<file path="src/rtl/read_sweep.sv">
// rtl/read_sweep.sv - address sweep that issues reads, checks data against a pattern and tallies failures
module read_sweep #(
    parameter int TIMEOUT = 255,
    parameter int SETTLE  = 2
) (
    input  logic        clk_in,
    input  logic        reset_in,
    input  logic        go_in,
    input  logic [8:0]  a_first_in,
    input  logic [8:0]  a_last_in,
    input  logic [7:0]  expect_in,
    input  logic [1:0]  pat_mode_in,
    output logic        rc_start_out,
    output logic [8:0]  rc_a_out,
    input  logic        rc_reading_in,
    input  logic [7:0]  rc_q_in,
    output logic        res_valid_out,
    output logic [8:0]  res_addr_out,
    output logic [7:0]  res_data_out,
    output logic        res_fail_out,
    output logic [15:0] err_count_out,
    output logic [8:0]  first_fail_addr_out,
    output logic [7:0]  first_fail_data_out,
    output logic        fail_seen_out,
    output logic        busy_out,
    output logic        done_out,
    output logic        timeout_out
);

    localparam logic [2:0] ST_IDLE      = 3'd0;
    localparam logic [2:0] ST_ISSUE     = 3'd1;
    localparam logic [2:0] ST_WAIT_BUSY = 3'd2;
    localparam logic [2:0] ST_WAIT_DONE = 3'd3;
    localparam logic [2:0] ST_SETTLE    = 3'd4;
    localparam logic [2:0] ST_CHECK     = 3'd5;
    localparam logic [2:0] ST_DONE      = 3'd6;

    logic [2:0]  state;
    logic [8:0]  addr;
    logic [8:0]  a_last;
    logic [7:0]  expect_r;
    logic [1:0]  mode;
    logic [15:0] cnt;
    logic [16:0] cnt_inc;
    logic [7:0]  exp_byte;

    assign cnt_inc = {1'b0, cnt} + 17'd1;

    always_comb begin
        exp_byte = expect_r;
        case (mode)
            2'b00: exp_byte = expect_r;
            2'b01: exp_byte = addr[7:0];
            2'b10: exp_byte = addr[7:0] ^ expect_r;
            2'b11: exp_byte = ~expect_r;
            default: exp_byte = expect_r;
        endcase
    end

    // Outputs that are pure state decodes; IDLE is the reset state so they reset cleanly.
    assign rc_start_out  = (state == ST_ISSUE);
    assign rc_a_out      = (state == ST_IDLE || state == ST_DONE) ? 9'h1FF : addr;
    assign res_valid_out = (state == ST_CHECK);
    assign busy_out      = !(state == ST_IDLE || state == ST_DONE);
    assign done_out      = (state == ST_DONE);

    always_ff @(posedge clk_in) begin
        if (reset_in) begin
            state               <= ST_IDLE;
            addr                <= 9'd0;
            a_last              <= 9'd0;
            expect_r            <= 8'd0;
            mode                <= 2'd0;
            cnt                 <= 16'd0;
            res_addr_out        <= 9'd0;
            res_data_out        <= 8'd0;
            res_fail_out        <= 1'b0;
            err_count_out       <= 16'd0;
            first_fail_addr_out <= 9'd0;
            first_fail_data_out <= 8'd0;
            fail_seen_out       <= 1'b0;
            timeout_out         <= 1'b0;
        end else begin
            case (state)
                ST_IDLE, ST_DONE: begin
                    if (go_in) begin
                        addr                <= a_first_in;
                        a_last              <= a_last_in;
                        expect_r            <= expect_in;
                        mode                <= pat_mode_in;
                        err_count_out       <= 16'd0;
                        first_fail_addr_out <= 9'd0;
                        first_fail_data_out <= 8'd0;
                        fail_seen_out       <= 1'b0;
                        timeout_out         <= 1'b0;
                        state               <= ST_ISSUE;
                    end
                end
                ST_ISSUE: begin
                    cnt   <= 16'd0;
                    state <= ST_WAIT_BUSY;
                end
                ST_WAIT_BUSY: begin
                    if (rc_reading_in) begin
                        cnt   <= 16'd0;
                        state <= ST_WAIT_DONE;
                    end else if (cnt_inc >= 17'(TIMEOUT)) begin
                        // A read that never starts is reported as a failing 0xFF result.
                        timeout_out  <= 1'b1;
                        res_addr_out <= addr;
                        res_data_out <= 8'hFF;
                        res_fail_out <= 1'b1;
                        state        <= ST_CHECK;
                    end else begin
                        cnt <= cnt_inc[15:0];
                    end
                end
                ST_WAIT_DONE: begin
                    if (!rc_reading_in) begin
                        cnt   <= 16'd0;
                        state <= ST_SETTLE;
                    end
                end
                ST_SETTLE: begin
                    if ({1'b0, cnt} >= 17'(SETTLE)) begin
                        res_addr_out <= addr;
                        res_data_out <= rc_q_in;
                        res_fail_out <= (rc_q_in != exp_byte);
                        state        <= ST_CHECK;
                    end else begin
                        cnt <= cnt_inc[15:0];
                    end
                end
                ST_CHECK: begin
                    if (res_fail_out) begin
                        if (err_count_out != 16'hFFFF)
                            err_count_out <= err_count_out + 16'd1;
                        if (!fail_seen_out) begin
                            first_fail_addr_out <= res_addr_out;
                            first_fail_data_out <= res_data_out;
                            fail_seen_out       <= 1'b1;
                        end
                    end
                    if (addr == a_last) begin
                        state <= ST_DONE;
                    end else begin
                        addr  <= addr + 9'd1;
                        state <= ST_ISSUE;
                    end
                end
                default: state <= ST_IDLE;
            endcase
        end
    end

endmodule
</file>
<file path="config.mk">
export PLATFORM = sky130hd
export DESIGN_NAME = read_sweep
export DESIGN_NICKNAME = d
export VERILOG_FILES = /design/src/rtl/read_sweep.sv
export SDC_FILE = /design/constraint.sdc
export NUM_CORES = 1
export LEC_CHECK = 0
export CAP_MARGIN = 20
export CORE_ASPECT_RATIO = 1.75
export CORE_MARGIN = 2
export CORE_UTILIZATION = 50
export DETAILED_ROUTE_END_ITERATION = 12
export HOLD_SLACK_MARGIN = 0.08
export PLACE_DENSITY_LB_ADDON = 0.05
export SLEW_MARGIN = 30
export SYNTH_ARGS = -nofsm -noshare
export SYNTH_HDL_FRONTEND = slang
export SYNTH_SLANG_ARGS = --single-unit
</file>
<file path="constraint.sdc">
create_clock -name clk_in -period 2.75 [get_ports clk_in]
set_input_delay 0.825 -clock clk_in [delete_from_list [all_inputs] [get_ports clk_in]]
set_output_delay 0.825 -clock clk_in [all_outputs]
set_load 0.005 [all_outputs]
</file>
==> flow_summary.json <==
{
  "status": "finished clean",
  "async_flop_share_pct": 0,
  "drtAntennaViolNets": 0,
  "h-tree-depth": 3,
  "min_path_type": "flop to flop",
  "pwr_density_cell_mw_per_mm2": 728,
  "synthToLayoutAreaGrowth_pct": 34.6,
  "path_max_fanout": 6,
  "crit_path_end": "rc_a_out[5]",
  "ys_seq_area_share_pct": 40.4,
  "period_minus_slack_ns": 2.70,
  "synth_seq_cells": 100,
  "dr_total_vias": 4943,
  "fmax_mhz": 370,
  "slew_headroom_pct": 49.9,
  "fin_cells": 873,
  "reg2reg_slack_ns": 0.14,
  "die_h_um": 136,
  "die_w_um": 79.3,
  "clock-sinks": 100,
  "fin_util_pct": 68.6,
  "grt_util_met2_pct": 50.8,
  "r2r_cells": 8,
  "crit_type": "flop to output port",
  "via_per_inst": 5.66,
  "cpLargestDelayFamily": "buffers and inverters",
  "final_area_mm2": 0.00667,
  "drive_gt1_share_pct": 11.5,
  "arrival_ns": 1.88,
  "cap_violations": 0,
  "synth_edf_count": 0,
  "wl_per_cell_um": 16.4,
  "required_ns": 1.93,
  "startpoint_type": "flop",
  "period_share_pct": 98.3,
  "seqCellArea_mm2": 0.00201,
  "synth_area_mm2": 0.00496,
  "r2r_start": "cnt[1]$_SDFFE_PP0P_",
  "wl_um": 14300,
  "placed_area_mm2": 0.00625,
  "dieArea_mm2": 0.0108,
  "drc": 0,
  "core-area_mm2": 0.00973,
  "synth_warnings": 0,
  "start_util_pct": 50.9,
  "cts_tree": "built",
  "ys_top_cells_by_count": "dfxtp_1 (100), nor2_1 (74), nand2_1 (72), a21oi_1 (44), clkbuf_1 (40)",
  "tightest_slew_ns": 0.740,
  "power_mw": 4.85,
  "n_fill_cell": 856,
  "cp_slowest_cell": "clkdlybuf4s50_1",
  "syn_inst": 631,
  "grtUsageTotal_pct": 26.8,
  "multi_input_area_mm2": 0.00276,
  "fin_worst_skew_ns": 0.00795,
  "ioPinCount": 106,
  "drtIter0Drc": 244,
  "antenna_found_initial": 0,
  "synth.largest_area_cell": "dfxtp_1",
  "grtUsageMet3_pct": 4.53,
  "synth_cell_types": 53,
  "clk_latency_ns": 0.34,
  "syn_nets": 675,
  "numCtsBuffers": 9,
  "portBuffers": 105,
  "p_leak_nw": 2.37,
  "path_depth": 5,
  "path_clk_slew_ns": 0.07,
  "max_stage_delay_ns": 0.50,
  "antenna_cells": 0,
  "avgSynthCellArea_um2": 7.85,
  "grt_start_max_net_pins": 51,
  "gr-total-overflow": 0,
  "setup_viol": 0,
  "dp_cells": 851,
  "hold_violations": 0,
  "r2r_end": "cnt[1]$_SDFFE_PP0P_",
  "ys.flop_type": "dfxtp_1",
  "dp_hpwl_um": 10700,
  "crit_start": "state[2]$_SDFFE_PP0P_",
  "timing.hold.ws_ns": 0.473,
  "nNetsFinal": 787,
  "yosys.cell_count.top_type": "dfxtp_1",
  "grt_pass1_wl_um": 22800,
  "use_met1_pct": 28.6,
  "root_buffer": "clkbuf_16",
  "first_pass_iters": 5,
  "synth_top_area_share_pct": 40.4,
  "critical_path.cell_chain": "or2_4 > a21oi_4 > buf_6 > or2_2 > clkdlybuf4s50_1",
  "ir_worst_vdd_mv": 0.594,
  "endpoint_kind": "output port",
  "grt_busiest_layer": "met2",
  "critPathBufInv": 2,
  "cts_max_path_buffers": 2,
  "rows": 48,
  "synthTopCellsByArea": "dfxtp_1 (40%), nor2_1 (5.6%), nand2_1 (5.5%)",
  "grt_pass1_vias": 4765,
  "maxSlewViolCount": 0,
  "routabilityCongestion": 0.917
}
-- cell families after synthesis --
group / Yosys count / synth area share, %
AO/OA/AOI/OAI: 148 / 19.5
XOR/XNOR: 32 / 5.66
adder cells (fa/ha/maj): 4 / 1.01
buffers and inverters: 60 / 4.67
flip-flops: 100 / 40.4
multiplexers: 9 / 1.82
AND/OR/NAND/NOR: 278 / 27.0
-- what timing repair did --
action / in CTS / in global routing
setup buffers: 2 / 3
resized for setup: 10 / 11
setup endpoints to repair: 9 / 26
cloned: 1 / 0
hold buffers: 0 / 0
hold endpoints to repair: 0 / 0
pin swaps: 0 / 2
-- per-layer routing --
metal / wire length, um / up-vias
met1: 5500 / 2302
li1: - / 2463
met4: 437 / 0
met3: 581 / 32
met2: 7770 / 146
met5: 0 / -
-- where the power goes --
part	total [mW]	internal (mW)	switching [mW]
registers	1.72	1.56	0.162
clock network	1.38	0.805	0.572
logic	1.76	0.837	0.919
total	4.85	3.20	1.65
-- worst reg2reg max path: cells and delay by family (launching register included) --
| family | cells | cell delay, ns |
|---|---|---|
| flops | 1 | 0.37 |
| fa+ha+maj | 1 | 0.18 |
| compound gates | 3 | 0.52 |
| simple gates | 4 | 1.48 |
-- metrics by stage --
step | setup TNS [ns] | setup slack, ns
after floorplan | 0 | 0.225
after global placement | 0 | 0.0524
after detailed placement | 0 | 0.00482
after CTS | 0 | 0.0240
after global routing | -0.00102 | -0.00102
final | 0 | 0.0466
-- final cells by class --
type                    instances  area share, %
repair buffers                147           20.6
flip-flops and latches        100           30.1
well taps                     125           2.34
inverters                      14          0.788
clock buffers                   9           3.38
clock inverters                 7           1.44
multi-input cells             471           41.3
-- how the worst min path moves through the flow --
stage	start	end	depth (start not counted)
floorplan	a_last[1]$_SDFFE_PP0P_	a_last[1]$_SDFFE_PP0P_	2
global placement	a_last[1]$_SDFFE_PP0P_	a_last[1]$_SDFFE_PP0P_	2
detailed placement	a_last[0]$_SDFFE_PP0P_	a_last[0]$_SDFFE_PP0P_	2
CTS	a_last[0]$_SDFFE_PP0P_	a_last[0]$_SDFFE_PP0P_	2
global route	a_last[2]$_SDFFE_PP0P_	a_last[2]$_SDFFE_PP0P_	2
finish	a_last[0]$_SDFFE_PP0P_	a_last[0]$_SDFFE_PP0P_	2
-- state kept, by name (all words and copies together), names as in the netlist, 2 cells and up --
register	count
err_count_out	16
state	3
res_addr_out	9
res_data_out	8
a_last	9
cnt	16
first_fail_addr_out	9
mode	2
first_fail_data_out	8
expect_r	8
addr	9
-- layout by cell type, fill, tap and decap left out, types with 13 or more instances in the layout --
cell type	instances
clkdlybuf4s50_1	99
buf_4	40
a21oi_1	43
nor3_1	27
xnor2_1	23
a22oi_1	24
nand3_1	34
dfxtp_1	95
nor2_1	73
nand2_1	72
inv_1	13
o21ai_0	29
nand4_1	13
Note: power is estimated with default switching activity, not from simulation.
